--- src/rtl/forwarding_scoreboard_unit.sv ---
// EX-stage operand forwarding select, load-use stall detection and a per-register
// countdown scoreboard that holds dependents of long-latency ops until results land.
module forwarding_scoreboard_unit #(
    parameter int unsigned NUM_SRC        = 2,
    parameter int unsigned NUM_FWD_STAGES = 2,
    parameter int unsigned NUM_REGS       = 32,
    parameter int unsigned REG_AW         = 5,
    parameter int unsigned MAX_LAT        = 34,
    parameter int unsigned LAT_W          = 6,
    parameter int unsigned SEL_W          = 2,
    parameter int unsigned STALL_CNT_W    = 16
) (
    input  logic                             clk,
    input  logic                             rst_n,
    input  logic [NUM_SRC*REG_AW-1:0]        rs_ex,
    input  logic [NUM_SRC-1:0]               rs_used,
    input  logic [NUM_FWD_STAGES*REG_AW-1:0] rd_stg,
    input  logic [NUM_FWD_STAGES-1:0]        wr_stg,
    input  logic [NUM_FWD_STAGES-1:0]        rdy_stg,
    input  logic                             issue_valid,
    input  logic [REG_AW-1:0]                issue_rd,
    input  logic [LAT_W-1:0]                 issue_lat,
    input  logic                             flush,
    output logic [NUM_SRC*SEL_W-1:0]         fwd_sel,
    output logic                             stall_ex,
    output logic                             issue_ready,
    output logic [NUM_REGS-1:0]              pending,
    output logic [STALL_CNT_W-1:0]           stall_cycles
);

    logic [LAT_W-1:0]  cnt [NUM_REGS];
    logic [REG_AW-1:0] rs_cur;
    logic [REG_AW-1:0] rd_cur;
    logic [SEL_W-1:0]  sel_cur;
    logic              rdy_cur;
    logic              accept;
    logic              lat_ok;

    // Busy bit per register; register 0 can never be pending
    always_comb begin
        pending = '0;
        for (int r = 1; r < int'(NUM_REGS); r++) begin
            pending[r] = (cnt[r] != '0);
        end
    end

    // Youngest matching producer wins; its readiness decides the load-use stall
    always_comb begin
        fwd_sel  = '0;
        stall_ex = 1'b0;
        rs_cur   = '0;
        rd_cur   = '0;
        sel_cur  = '0;
        rdy_cur  = 1'b1;
        for (int i = 0; i < int'(NUM_SRC); i++) begin
            rs_cur  = rs_ex[i*REG_AW +: REG_AW];
            sel_cur = '0;
            rdy_cur = 1'b1;
            for (int k = int'(NUM_FWD_STAGES) - 1; k >= 0; k--) begin
                rd_cur = rd_stg[k*REG_AW +: REG_AW];
                if (wr_stg[k] && (rd_cur != '0) && (rd_cur == rs_cur)) begin
                    sel_cur = SEL_W'(k + 1);
                    rdy_cur = rdy_stg[k];
                end
            end
            fwd_sel[i*SEL_W +: SEL_W] = sel_cur;
            if (rs_used[i] && (sel_cur != '0) && !rdy_cur) begin
                stall_ex = 1'b1;
            end
            if (rs_used[i] && (rs_cur != '0) && pending[rs_cur]) begin
                stall_ex = 1'b1;
            end
        end
    end

    assign issue_ready = (issue_rd == '0) || !pending[issue_rd];
    assign lat_ok      = (issue_lat != '0) && (issue_lat <= LAT_W'(MAX_LAT));
    assign accept      = issue_valid && issue_ready && !flush && !stall_ex &&
                         (issue_rd != '0) && lat_ok;

    // Load on accept, otherwise count down to zero
    always_ff @(posedge clk or negedge rst_n) begin
        if (!rst_n) begin
            for (int r = 0; r < int'(NUM_REGS); r++) begin
                cnt[r] <= '0;
            end
        end else begin
            for (int r = 0; r < int'(NUM_REGS); r++) begin
                if (accept && (issue_rd == REG_AW'(r))) begin
                    cnt[r] <= issue_lat;
                end else if (cnt[r] != '0) begin
                    cnt[r] <= cnt[r] - LAT_W'(1);
                end
            end
        end
    end

    // Saturating stall performance counter
    always_ff @(posedge clk or negedge rst_n) begin
        if (!rst_n) begin
            stall_cycles <= '0;
        end else if (stall_ex && (stall_cycles != '1)) begin
            stall_cycles <= stall_cycles + STALL_CNT_W'(1);
        end
    end

endmodule

--- config.mk ---
export PLATFORM = sky130hd
export DESIGN_NAME = forwarding_scoreboard_unit
export DESIGN_NICKNAME = d
export VERILOG_FILES = /design/src/rtl/forwarding_scoreboard_unit.sv
export SDC_FILE = /design/constraint.sdc
export NUM_CORES = 1
export LEC_CHECK = 0
export ABC_AREA = 1
export CORE_ASPECT_RATIO = 1.5
export CORE_MARGIN = 2
export CORE_UTILIZATION = 50
export DETAILED_ROUTE_END_ITERATION = 8
export MAX_ROUTING_LAYER = met4
export PLACE_DENSITY = 0.69
export SKIP_CTS_REPAIR_TIMING = 1
export SYNTH_ARGS = -nofsm -noshare
export SYNTH_HDL_FRONTEND = slang
export SYNTH_SLANG_ARGS = --single-unit
export TNS_END_PERCENT = 20
--- constraint.sdc ---
create_clock -name clk -period 2.7 [get_ports clk]
set_clock_uncertainty 0.05 [all_clocks]
set_input_delay 0.54 -clock clk [delete_from_list [all_inputs] [get_ports clk]]
set_output_delay 0.54 -clock clk [all_outputs]
set_load 0.02 [all_outputs]
# Word level (Yosys, flattened, before mapping)
# Index checks and enable logic that the tools add are counted.
[classes] n_addsub=32 n_lt_le_gt_ge=4 eq_ne=36 n_mux=80 reduce_logical=129
[op_table] op="6-bit 2-to-1 mux" n=62
[op_table] op="6-bit nonzero test" n=32
[op_table] op="6-bit by 1-bit subtractor with 6-bit output (second input constant)" n=31
[op_table] op="5-bit equality test (second input constant)" n=16
[op_table] op="2-bit nonzero test" n=33
[op_table] op="1-bit logical AND" n=52
[op_table] op="5-bit by 4-bit equality test with 1-bit output (second input constant)" n=8
[op_table] op="5-bit nonzero test" n=5
[op_table] op="5-bit by 3-bit equality test with 1-bit output (second input constant)" n=4
[op_table] op="5-bit equality test" n=4
[op_table] op="5-bit by 6-bit < comparator with 1-bit output (second input constant)" n=3
[op_table] op="16-bit by 1-bit adder with 16-bit output (second input constant)" n=1
[op_table] op="16-bit != test (second input constant)" n=1
[op_table] op="1-bit binary-select mux with 5-bit select" n=3
[op_table] op="1-bit 2-to-1 mux" n=11
[op_table] op="5-bit by 2-bit equality test with 1-bit output (second input constant)" n=2
[op_table] op="2-bit 2-to-1 mux" n=4
[op_table] op="6-bit <= comparator (second input constant)" n=1
[op_table] op="5-bit by 1-bit equality test with 1-bit output (second input constant)" n=1
[op_table] op="1-bit logical NOT" n=5
[op_table] op="5-bit logical NOT" n=1
[op_table] op="1-bit logical OR" n=1
[word_totals] reg_bits=202 in_bits=41 out_inout_bits=54 wordCells=313

# Depth between registers and ports, before layout
[logic_depth] ltp_word=18 depth_mapped=19 depth_no_buf=18

# Least setup slack after synthesis
# Ideal clock, no wire load.
[synth_path] kind="reg2reg" from="reg cnt[102] (netlist bit)" to="reg cnt[127] (netlist bit)" setup_ns=0.065 t_arrival_ns=2.417 required_time_ns=2.585 setup_slack_ns=0.168 path_stages_with_launch=18 n_path_buf=1 period_less_slack_ns=2.532 path_cell_list="dfrtp_1 inv_1 ha_1 inv_1 nor2_2 nand3_2 nand2_1 nand3_1 nand2_1 nand2_1 nand2_1 nand3_1 nand3_1 nand3_1 nor2_1 buf_4 nand4_1 nand2_1"
[synth_between] elab_chain_cells=13 word_cells_on_any_way=23 classes_between="mux: 10; reduce/logical: 13"
[synth_rtl] element="start, declared" line_no="31" text="logic [LAT_W-1:0] cnt [NUM_REGS];"
[synth_rtl] element="start signal, assigned by index" line_no="90" text="cnt[r] <= issue_lat;"
[synth_rtl] element="start signal, assigned by index" line_no="92" text="cnt[r] <= cnt[r] - LAT_W'(1);"
[synth_rtl] element="6-bit nonzero test *" line_no="43" text="pending[r] = (cnt[r] != '0);"
[synth_rtl] element="net pending[14]" line_no="27" text="output logic [NUM_REGS-1:0] pending,"
[synth_rtl] element="1-bit binary-select mux with 5-bit select" line_no="70" text="if (rs_used[i] && (rs_cur != '0) && pending[rs_cur]) begin"
[synth_rtl] element="1-bit 2-to-1 mux (implied by the code)" line_no="70"
[synth_rtl] element="1-bit logical AND" line_no="70"
[synth_rtl] element="1-bit 2-to-1 mux" line_no="70"
[synth_rtl] element="1-bit 2-to-1 mux" line_no="67" text="if (rs_used[i] && (sel_cur != '0) && !rdy_cur) begin"
[synth_rtl] element="1-bit 2-to-1 mux *" line_no="70"
[synth_rtl] element="net stall_ex" line_no="25" text="output logic stall_ex,"
[synth_rtl] element="1-bit logical NOT *" line_no="78" text="assign accept = issue_valid && issue_ready && !flush && !stall_ex &&"
[synth_rtl] element="1-bit logical AND * (2 in series)" line_no="78"
[synth_rtl] element="1-bit logical AND *" line_no="79" text="(issue_rd != '0) && lat_ok;"
[synth_rtl] element="1-bit logical AND *" line_no="89" text="if (accept && (issue_rd == REG_AW'(r))) begin"
[synth_rtl] element="6-bit 2-to-1 mux / 2-bit nonzero test (equally long branches)"
# The timed path passes the listed nets; every way through them passes the cells marked *. The select of a mux whose other input is x is not followed.
# A chain may end at the register's enable or synchronous reset.

# Worst setup path after layout
[layout_path] from="reg cnt[109] (netlist bit)" to="out stall_ex"
[layout_between] elab_chain_cells=7 word_cells_on_any_way=10 classes_between="mux: 7; reduce/logical: 3"
[layout_rtl] element="6-bit nonzero test *" line_no="43"
[layout_rtl] element="1-bit binary-select mux with 5-bit select" line_no="70"
[layout_rtl] element="1-bit 2-to-1 mux (implied by the code)" line_no="70"
[layout_rtl] element="1-bit logical AND" line_no="70"
[layout_rtl] element="1-bit 2-to-1 mux" line_no="70"
[layout_rtl] element="1-bit 2-to-1 mux" line_no="67"
[layout_rtl] element="1-bit 2-to-1 mux *" line_no="70"
[layout_rtl] element="end, declared" line_no="25"
# Mark *: on every way between the ends. The rest lies on a longest branch, timed or not. The select of a mux whose other input is x is not followed.

==> metrics.cfg <==
[global_route]
use_met1_pct = 32.9
use_met2_pct = 53.9
grt_max_degree = 59
antenna_found_initial = 2
gr-usage-met3_pct = 3.38
grt_pass1_vias = 14100
grt_pass1_wl_um = 68900
globalRouteOverflowTotal = 0
grt_usage_pct = 29.6
grt_busiest_layer = met2

[pwr]
peakVddDrop_mv = 0.734
leakagePower_nw = 10.0
p_per_area_mw_per_mm2 = 1070

[sta]
drv_slew = 0
setup_viol = 139
slew-limit-headroom_pct = 52.5
finalHoldViolations = 0
fmax_ghz = 0.336
hold_ws_ns = 0.490
worst_slew_pin_slew_ns = 0.712
rsz0062_at_grt = yes
min_period_ns = 2.98
finalCritPeriodShare_pct = 110
finalWorstSetupSlack_ns = -0.276

[outcome]
outcome = complete, but fails checks
violations = negative setup slack

[synthesis]
synth_cells = 1942
synth_seq_cells = 202
yosys_warnings = 0
async_flop_share_pct = 100
synth_edf_count = 0
avgSynthCellArea_sq_um = 7.31
yosysSeqAreaShare_pct = 35.6
synth_area_sq_mm = 0.0142
synth.distinct_cells = 44
synth_nets = 2016
synth_flop_cell = dfrtp_1

[clocking]
cts_root_buf = clkbuf_16
cts_buffer_depth = 3
path_clk_slew_ns = 0.07
tritoncts = yes
htree_levels = 1
cts.sinks = 202
clk_latency_ns = 0.54
cts_made_buffers = 22

[setup_path]
cp.required_ns = 2.11
crit_end = stall_ex
rr_startpoint = cnt[109]
start_kind = register
r2r-end = cnt[110]
critPathMaxFanout = 2
critPathLaunch = cnt[109]
cp.arrival_ns = 2.39
critPathCaptureType = output port
crit_type = reg -> out
worstRegToRegCells = 22
r2r_slack_ns = -0.19

[floorplan]
chipWidth_um = 142
die_h_um = 210
initial_utilization_pct = 50.8
core-area_sq_mm = 0.0280
rows = 75
io_pins = 95
die_area_sq_mm = 0.0298

[cells_and_area]
most-common-layout-cells = nand2_1 (419), inv_1 (310), buf_4 (306)
finalInstanceArea_sq_mm = 0.0197
final_common_cell = nand2_1
drive_above_1_share_pct = 25.0
syn2layout_area_growth_pct = 38.5
nNetsFinal = 2428
finalNonFillerCells = 2717

[min_path]
hp-class = in -> async

[routing]
wl_per_cell_um = 17.0
routed_via_density = 5.32
wl_um = 46200
ant_nets = 0
drc = 0
first_iter_violations = 1064
vias = 14500
dr.pass1.iters = 6

[flow_run]
drv_cap = 0

[placement]
dpl_worst_slack_ns = -0.759
placedInstanceArea_sq_mm = 0.0175
dp_hpwl_um = 31100
place_congestion = 1.02
port-buffer-count = 93
dp_cells = 2620

-- critical path: stages, from the launching register on --
cell     delay (ns)
dfrtp_1        0.38
inv_1          0.10
ha_1           0.25
nand2_1        0.12
nor2_2         0.17
nand3_1        0.10
nand2_1        0.07
nor2_1         0.04
nand2_1        0.06
nand2_1        0.05
nand2_1        0.05
nand3_1        0.07
nand3_2        0.11
nand3_4        0.11
buf_6          0.15
-- worst min path at each step --
stage	start	to	slack [ns]	cells past startpoint
after global routing	cnt[91]	cnt[91]	0.52	2
after global placement	cnt[91]	cnt[91]	0.44	2
after floorplan	rst_n	cnt[0]	0.19	0
final	rst_n	cnt[74]	0.49	2
after CTS	rst_n	cnt[50]	-0.05	1
after detailed placement	cnt[91]	cnt[91]	0.46	2
-- metal layers --
layer,vias to the layer above,wire length (um)
met5,-,0
met4,0,2130
met3,149,2440
met2,468,24300
met1,6825,17400
li1,7019,-
-- layout make-up --
cell class / instances / area [sq um]
inverter: 334 / 1250
fill: 2255 / 8300
clock buffer: 26 / 596
timing repair buffer: 426 / 3870
clock inverter: 13 / 215
multi-input combinational: 1368 / 8240
tap: 346 / 433
antenna: 2 / 5.00
sequential: 202 / 5050
-- logic make-up after synthesis --
| kind of cell | synth area share (%) |
|---|---|
| AOI/OAI and AO/OA | 9.00 |
| xor gates and xnor gates | 9.19 |
| adders and majority gates | 2.91 |
| buffers and inverters | 11.1 |
| DFF | 35.6 |
| other | 0.0264 |
| and+or+nand+nor | 32.2 |
-- cell usage after synthesis, drive strengths merged, types with 4 or more instances --
library cell | count | area (sq um)
nand2 | 434 | 1650
inv | 331 | 1240
nor2 | 224 | 911
dfrtp | 202 | 5050
o21ai | 170 | 851
nand3 | 144 | 1100
xor2 | 89 | 780
nand4 | 66 | 494
xnor2 | 60 | 526
nor3 | 39 | 223
ha | 33 | 413
o22ai | 31 | 194
buf | 26 | 225
a21oi | 24 | 120
clkbuf | 22 | 82.6
or2 | 19 | 119
nor3b | 5 | 57.6
a21boi | 4 | 30.0
a31oi | 4 | 25.0
-- power by group --
part	leakage (nW)	internal (mW)	total [mW]	switching, mW
sequential	2.45	4.62	5.64	1.02
combinational	7.21	5.78	12.0	6.24
clock	0.384	2.06	3.41	1.34
total	10.0	12.5	21.1	8.60
-- metrics by stage --
step / power (mW) / utilization, % / TNS (ns)
detailed placement: 16.3 / 62.7 / -93.82
global route: 22.8 / 70.3 / -38.41
CTS: 19.9 / 65.6 / -9.84
global placement: 16.0 / 62.7 / -83.06
floorplan: 12.6 / - / 0
finish: 21.1 / 70.3 / -10.24
-- state kept, by name, indices dropped and copies added, names as in the netlist --
name          count
cnt             186
stall_cycles     16
No activity file was read; power rests on OpenSTA's default activity.
